### src/rtl/clk_div_pkg.sv
// Shared constants and clamp helpers for the multi-channel clock divider.
// Duty helper is only used when CLK_DIV_DUTY_EN is defined.
package clk_div_pkg;

  localparam int CNT_W_DEF       = 24;
  localparam int DEFAULT_DIV_DEF = 500000;

  typedef logic [63:0] wide_t;

  // A divisor below 2 cannot form a high and a low phase.
  function automatic wide_t clamp_div(input wide_t v);
    return (v < 64'd2) ? 64'd2 : v;
  endfunction

  function automatic wide_t clamp_duty(
    input wide_t u,
    input wide_t d
  );
    if (u < 64'd1) return 64'd1;
    if (u > d - 64'd1) return d - 64'd1;
    return u;
  endfunction

endpackage

### src/rtl/clk_divider_multi_if.sv
// Control/status bundle for clk_divider_multi.
// duty_value exists only when CLK_DIV_DUTY_EN is defined.
interface clk_divider_multi_if
  import clk_div_pkg::*;
#(
  parameter int NUM_CH = 2,
  parameter int CNT_W  = CNT_W_DEF
);

  logic [NUM_CH-1:0]       en;
  logic [NUM_CH-1:0]       load;
  logic [NUM_CH*CNT_W-1:0] div_value;
`ifdef CLK_DIV_DUTY_EN
  logic [NUM_CH*CNT_W-1:0] duty_value;
`endif
  logic [NUM_CH-1:0]       clk_out;
  logic [NUM_CH-1:0]       tick;
  logic [NUM_CH-1:0]       pending;

  modport master (
`ifdef CLK_DIV_DUTY_EN
    output duty_value,
`endif
    output en, load, div_value,
    input  clk_out, tick, pending
  );

  modport slave (
`ifdef CLK_DIV_DUTY_EN
    input  duty_value,
`endif
    input  en, load, div_value,
    output clk_out, tick, pending
  );

endinterface

### src/rtl/clk_div_channel.sv
// One divider channel: counter, active/pending divisor, output flops.
// CLK_DIV_DUTY_EN adds a programmable high-phase length.
module clk_div_channel
  import clk_div_pkg::*;
#(
  parameter int CNT_W       = CNT_W_DEF,
  parameter int DEFAULT_DIV = DEFAULT_DIV_DEF
) (
  input  logic             clk_MHz,
  input  logic             reset,
  input  logic             en,
  input  logic             load,
  input  logic [CNT_W-1:0] div_in,
`ifdef CLK_DIV_DUTY_EN
  input  logic [CNT_W-1:0] duty_in,
`endif
  output logic             clk_out,
  output logic             tick,
  output logic             pending
);

  localparam logic [CNT_W-1:0] DEF_D =
    CNT_W'(clamp_div(64'(DEFAULT_DIV)));
  localparam logic [CNT_W-1:0] DEF_H = DEF_D >> 1;

  logic [CNT_W-1:0] cnt, d, p, h;
  logic [CNT_W-1:0] ld_d, new_d, new_h, nxt;
  logic             upd, last;

  assign ld_d  = CNT_W'(clamp_div(64'(div_in)));
  assign new_d = load ? ld_d : p;
  assign upd   = pending | load;
  assign last  = (cnt == d - 1'b1);
  assign nxt   = last ? '0 : cnt + 1'b1;

`ifdef CLK_DIV_DUTY_EN
  logic [CNT_W-1:0] pu, new_u;
  assign new_u = load ? duty_in : pu;
  assign new_h =
    CNT_W'(clamp_duty(64'(new_u), 64'(new_d)));
`else
  assign new_h = new_d >> 1;
`endif

  always_ff @(posedge clk_MHz or posedge reset) begin
    if (reset) begin
      cnt     <= DEF_D - 1'b1;
      d       <= DEF_D;
      p       <= DEF_D;
      h       <= DEF_H;
      pending <= 1'b0;
      clk_out <= 1'b0;
      tick    <= 1'b0;
`ifdef CLK_DIV_DUTY_EN
      pu      <= DEF_H;
`endif
    end else if (!en) begin
      // Parked one cycle before a boundary so enable starts a full period.
      clk_out <= 1'b0;
      tick    <= 1'b0;
      pending <= 1'b0;
      if (upd) begin
        d   <= new_d;
        p   <= new_d;
        h   <= new_h;
        cnt <= new_d - 1'b1;
`ifdef CLK_DIV_DUTY_EN
        pu  <= new_u;
`endif
      end else begin
        cnt <= d - 1'b1;
      end
    end else if (last && upd) begin
      d       <= new_d;
      p       <= new_d;
      h       <= new_h;
      cnt     <= '0;
      pending <= 1'b0;
      clk_out <= 1'b1;
      tick    <= 1'b1;
`ifdef CLK_DIV_DUTY_EN
      pu      <= new_u;
`endif
    end else begin
      cnt     <= nxt;
      clk_out <= (nxt < h);
      tick    <= (nxt == '0);
      if (load) begin
        p       <= ld_d;
        pending <= 1'b1;
`ifdef CLK_DIV_DUTY_EN
        pu      <= duty_in;
`endif
      end
    end
  end

endmodule

### src/rtl/clk_divider_multi.sv
// N-channel programmable clock divider with boundary-aligned reloads.
// Define CLK_DIV_DUTY_EN to add per-channel duty programming.
module clk_divider_multi
  import clk_div_pkg::*;
#(
  parameter int NUM_CH      = 2,
  parameter int CNT_W       = CNT_W_DEF,
  parameter int DEFAULT_DIV = DEFAULT_DIV_DEF
) (
  input logic                clk_MHz,
  input logic                reset,
  clk_divider_multi_if.slave bus
);

  logic [NUM_CH-1:0] co, tk, pd;

  for (genvar i = 0; i < NUM_CH; i++) begin : g_ch
    clk_div_channel #(
      .CNT_W      (CNT_W),
      .DEFAULT_DIV(DEFAULT_DIV)
    ) u_ch (
      .clk_MHz(clk_MHz),
      .reset  (reset),
      .en     (bus.en[i]),
      .load   (bus.load[i]),
      .div_in (bus.div_value[i*CNT_W +: CNT_W]),
`ifdef CLK_DIV_DUTY_EN
      .duty_in(bus.duty_value[i*CNT_W +: CNT_W]),
`endif
      .clk_out(co[i]),
      .tick   (tk[i]),
      .pending(pd[i])
    );
  end

  assign bus.clk_out = co;
  assign bus.tick    = tk;
  assign bus.pending = pd;

endmodule

### src/flat_wrapper.sv
// flat-port wrapper written by rule: the top's interface ports become plain ports
module clk_divider_multi_flat import clk_div_pkg::*;
#(
  parameter int NUM_CH      = 2,
  parameter int CNT_W       = CNT_W_DEF,
  parameter int DEFAULT_DIV = DEFAULT_DIV_DEF
)
  (clk_MHz, reset, bus_en, bus_load, bus_div_value, bus_clk_out, bus_tick, bus_pending);
  clk_divider_multi_if #(.NUM_CH(NUM_CH), .CNT_W(CNT_W)) bus_i ();
  input logic clk_MHz;
  input logic reset;
  input wire logic [$bits(bus_i.en)-1:0] bus_en;
  input wire logic [$bits(bus_i.load)-1:0] bus_load;
  input wire logic [$bits(bus_i.div_value)-1:0] bus_div_value;
  output wire logic [$bits(bus_i.clk_out)-1:0] bus_clk_out;
  output wire logic [$bits(bus_i.tick)-1:0] bus_tick;
  output wire logic [$bits(bus_i.pending)-1:0] bus_pending;
  assign bus_i.en = bus_en;
  assign bus_i.load = bus_load;
  assign bus_i.div_value = bus_div_value;
  assign bus_clk_out = bus_i.clk_out;
  assign bus_tick = bus_i.tick;
  assign bus_pending = bus_i.pending;
  clk_divider_multi #(.NUM_CH(NUM_CH), .CNT_W(CNT_W), .DEFAULT_DIV(DEFAULT_DIV)) u_core (.clk_MHz(clk_MHz), .reset(reset), .bus(bus_i));
endmodule
### config.mk
export PLATFORM = sky130hd
export DESIGN_NAME = clk_divider_multi_flat
export DESIGN_NICKNAME = d
export VERILOG_FILES = /design/src/rtl/clk_div_pkg.sv /design/src/rtl/clk_divider_multi_if.sv /design/src/rtl/clk_div_channel.sv /design/src/rtl/clk_divider_multi.sv /design/src/flat_wrapper.sv
export SDC_FILE = /design/constraint.sdc
export NUM_CORES = 1
export LEC_CHECK = 0
export CORE_ASPECT_RATIO = 0.5
export CORE_MARGIN = 2
export CORE_UTILIZATION = 42
export DETAILED_ROUTE_END_ITERATION = 10
export PLACE_DENSITY = 0.59
export SLEW_MARGIN = 0
export SYNTH_ARGS = -nofsm -noshare
export SYNTH_HDL_FRONTEND = slang
export SYNTH_SLANG_ARGS = --single-unit
### constraint.sdc
create_clock -name clk_MHz -period 4.3 [get_ports clk_MHz]
set_input_delay 0.43 -clock clk_MHz [delete_from_list [all_inputs] [get_ports clk_MHz]]
set_output_delay 0.43 -clock clk_MHz [all_outputs]
set_load 0.01 [all_outputs]
==> flow_metrics.py <==
metrics = {
    "status": {
        "status": "finished with violations",
        "violations": "setup timing",
    },
    "worst_setup_path": {
        "worst-setup-path-type": "reg2reg",
        "regToRegEndpoint": "u_core.g_ch[0].u_ch.clk_out$_DFF_PP0_",
        "crit_chain": "or4_1, nor4_2, xnor2_1, xor2_1, o21ai_0, nor4_2, and4_4, buf_12, nor2_1, ha_1, and4_1, a21oi_1, nand2_1, a2111o_1, a211oi_2, a31oi_1, nor2_1",
        "required_ns": 4.67,
        "rrSetupSlack_ns": -0.003,
        "setup.worst_path.start_class": "flip-flop",
        "r2r.worst_path.cells": 17,
        "crit_path_end_kind": "flip-flop",
        "crit_fanout": 17,
        "arrival_ns": 4.68,
        "timing.rr.start": "u_core.g_ch[0].u_ch.d[1]$_DFFE_PP0P_",
        "critical-path-max-stage-delay_ns": 0.58,
        "crit_path_top_delay_cell": "or4_1",
    },
    "timing": {
        "period_minus_slack_ns": 4.30,
        "fin_worst_skew_ns": 0.00949,
        "worst_slack_ns": -0.00305,
        "hold_violations": 0,
        "max_freq_ghz": 0.232,
        "maxSlewViolCount": 0,
        "rsz0062_at_grt": "true",
        "slew_headroom": 0.297,
        "worst_slew_pin_slew_ns": 1.05,
        "setup_viol": 1,
        "period_share": 1.00,
    },
    "pwr": {
        "leakage_uw": 0.00587,
        "p_total_uw": 5840,
        "p_per_area_nw_per_um2": 404,
        "ir_drop_v": 0.000301,
        "power_frac_seq": 0.350,
        "p_int_uw": 3550,
        "p_clk_frac": 0.243,
        "power_switching_uw": 2280,
        "combPwrFrac": 0.406,
        "swShare": 0.391,
    },
    "logic_synthesis": {
        "seq_area_frac_synth": 0.323,
        "synth_area_leaders": "dfrtp_1 (21%), dfstp_2 (11%), xnor2_1 (7.8%)",
        "syn_inst": 1353,
        "avgSynthCellArea_um2": 8.74,
        "synth_area_um2": 11800,
        "synth_edf_count": 0,
        "synth_most_common_cell": "nor2_1",
        "yosys_register_bits": 150,
        "synth_cell_types": 73,
        "ys_warn_count": 0,
        "yosys-top-cells-count": "nor2_1 (135), xnor2_1 (105), dfrtp_1 (100)",
        "synth_top_flop_cell": "dfrtp_1",
        "async_reset_ff_frac": 1.00,
        "syn_nets": 1457,
        "synth_largest_area_cell": "dfrtp_1",
        "synth_top_cell_area_share": 0.212,
    },
    "cts": {
        "clkSinkCount": 150,
        "root_buffer": "clkbuf_16",
        "cts_tree": "yes",
        "clkTransAtPathRegs_ns": 0.07,
        "cts_buffers": 17,
        "clkLatencyLatePin_ns": 0.45,
        "cts_max_level": 4,
        "clk_path_buf_depth": 2,
        "cts_hold_buf": 0,
    },
    "placement": {
        "gp_congestion": 0.969,
        "pre_cts_slack_ns": -0.144,
        "hpwlAfterDp_um": 27600,
        "io_buffers": 59,
        "dpl_cell_area_um2": 13300,
    },
    "detailed_routing": {
        "drt_iter0_drc": 861,
        "routed_wl_um": 36300,
        "wl_per_cell_um": 19.5,
        "drt_pre_antenna_iters": 5,
        "vias_per_cell": 5.59,
        "vias": 10400,
        "ant_nets": 0,
        "route.detailed.drc": 0,
    },
    "finish": {
        "area_delta_synth_final_pct": 22.2,
        "nFillCells": 2597,
        "finalNetCount": 1570,
        "n_antenna_cell": 0,
        "drive_gt1_frac": 0.239,
        "finish.instance_area_um2": 14500,
    },
    "floorplan": {
        "die_area_um2": 29600,
        "io_pins": 60,
        "core_um2": 27700,
        "rows": 43,
        "die_width_um": 241,
        "dieHeight_um": 123,
        "start_util": 0.427,
    },
    "grt": {
        "grt_pass1_wl_um": 56700,
        "overflow": 0,
        "antenna_found_initial": 0,
        "grt_usage": 0.250,
        "grt_max_degree": 80,
        "first_global_vias": 10300,
    },
    "flow_run": {
        "maxCapViolCount": 0,
    },
    "hold_path": {
        "holdCritPathClass": "in2async",
    },
}
-- power by group through the flow --
stage | registers, uW | clock network, uW | logic (uW)
3_3_place_gp | 2040 | 0 | 2130
4_1_cts | 2030 | 1450 | 2190
2_1_floorplan | 1880 | 0 | 1600
5_1_grt | 2080 | 1510 | 2610
6_report | 2040 | 1420 | 2370
3_5_place_dp | 2050 | 0 | 2150
-- cell families (layout without fill, tap and decap cells) --
group                      after synthesis  after routing  share of synthesized area
and+or+nand+nor                        485            485                      0.210
AOI/OAI and AO/OA                      225            225                      0.121
buffers and inverters                  167            293                     0.0621
xor gates and xnor gates               166            166                      0.126
DFF                                    150            150                      0.323
muxes                                  110            110                      0.104
adders and majority gates               50             50                     0.0529
-- what timing repair did --
| item | 4_1_cts | 5_1_grt |
|---|---|---|
| gates resized for setup | 10 | 84 |
| cloned | 0 | 3 |
| setup buffers | 0 | 16 |
| hold endpoints to repair | 0 | 0 |
| pin swaps | 1 | 47 |
| endpoints found under the setup margin | 2 | 2 |
-- worst max-delay path, delay by kind of cell, from the launching register on --
kind	cells	cell delay, ns
AO/OA/AOI/OAI	5	1.05
XOR/XNOR	2	0.46
adder cells (fa/ha/maj)	1	0.29
buffers and inverters	1	0.15
flip-flops	1	0.41
AND/OR/NAND/NOR	8	1.87
-- layer usage --
metal  up-vias  global-route usage  routed length [um]
met5         -                   0                   0
met4         0              0.0899                1030
li1       5010                   -                   -
met3        65              0.0493                1730
met1      5046               0.324               16400
met2       280               0.416               17100
-- per-stage QoR --
stage,TNS [ns],utilization,hold WS (ns),cells
final,-0.00305,0.522,0.464,1861
after global placement,-0.0596,0.480,0.498,1810
after CTS,0,0.501,0.458,1842
after detailed placement,-0.210,0.480,0.507,1810
after global routing,-0.334,0.522,0.491,1861
after floorplan,-0.00328,-,0.481,1353
-- placed cells by master, fill, tap and decap left out, types with 9 or more instances in the layout --
master and n:
nor3_1 43, nor4_1 23, xnor2_1 101, and3_1 16, nor2_1 123, nand3_1 55
dfstp_2 50, buf_4 108, o21ai_0 45, o21a_1 19, a31oi_1 9, mux2_2 55
o211ai_1 12, nand4_1 32, or3_1 9, clkbuf_16 19, clkdlybuf4s50_1 59, a21oi_1 58
mux2i_1 39, ha_1 41, mux2_4 12, dfrtp_1 99, nand2_1 83, a21o_1 13
xor2_1 58, inv_1 77, nor2b_1 11
-- sequential cells by signal, indices dropped and copies added (netlist names) --
| signal | flops |
|---|---|
| u_core.g_ch.u_ch.pending | 2 |
| u_core.g_ch.u_ch.d | 47 |
| u_core.g_ch.u_ch.clk_out | 2 |
| u_core.g_ch.u_ch.p | 48 |
| u_core.g_ch.u_ch.tick | 2 |
| u_core.g_ch.u_ch.h | 1 |
| u_core.g_ch.u_ch.cnt | 48 |
-- final cells by class --
class | count | area [um^2] | share of cell area
inverter | 83 | 315 | 0.0218
clock inverter | 13 | 98.8 | 0.00684
sequential | 150 | 3820 | 0.264
tap | 382 | 478 | 0.0331
multi-input combinational | 1036 | 7710 | 0.534
clock buffer | 19 | 443 | 0.0306
timing repair buffer | 178 | 1590 | 0.110
-- worst max path at each step --
| stage | start | end | slack (ns) |
|---|---|---|---|
| after detailed placement | u_core.g_ch[0].u_ch.d[0]$_DFFE_PP0P_ | u_core.g_ch[0].u_ch.clk_out$_DFF_PP0_ | -0.14 |
| after global routing | u_core.g_ch[0].u_ch.d[0]$_DFFE_PP0P_ | u_core.g_ch[0].u_ch.clk_out$_DFF_PP0_ | -0.23 |
| after CTS | u_core.g_ch[0].u_ch.d[0]$_DFFE_PP0P_ | u_core.g_ch[0].u_ch.clk_out$_DFF_PP0_ | 0.003 |
| final | u_core.g_ch[0].u_ch.d[1]$_DFFE_PP0P_ | u_core.g_ch[0].u_ch.clk_out$_DFF_PP0_ | -0.003 |
| after global placement | u_core.g_ch[0].u_ch.d[0]$_DFFE_PP0P_ | u_core.g_ch[0].u_ch.clk_out$_DFF_PP0_ | -0.04 |
| after floorplan | u_core.g_ch[0].u_ch.d[0]$_DFFE_PP0P_ | u_core.g_ch[0].u_ch.clk_out$_DFF_PP0_ | -0.003 |
(Power assumes the default switching activity.)
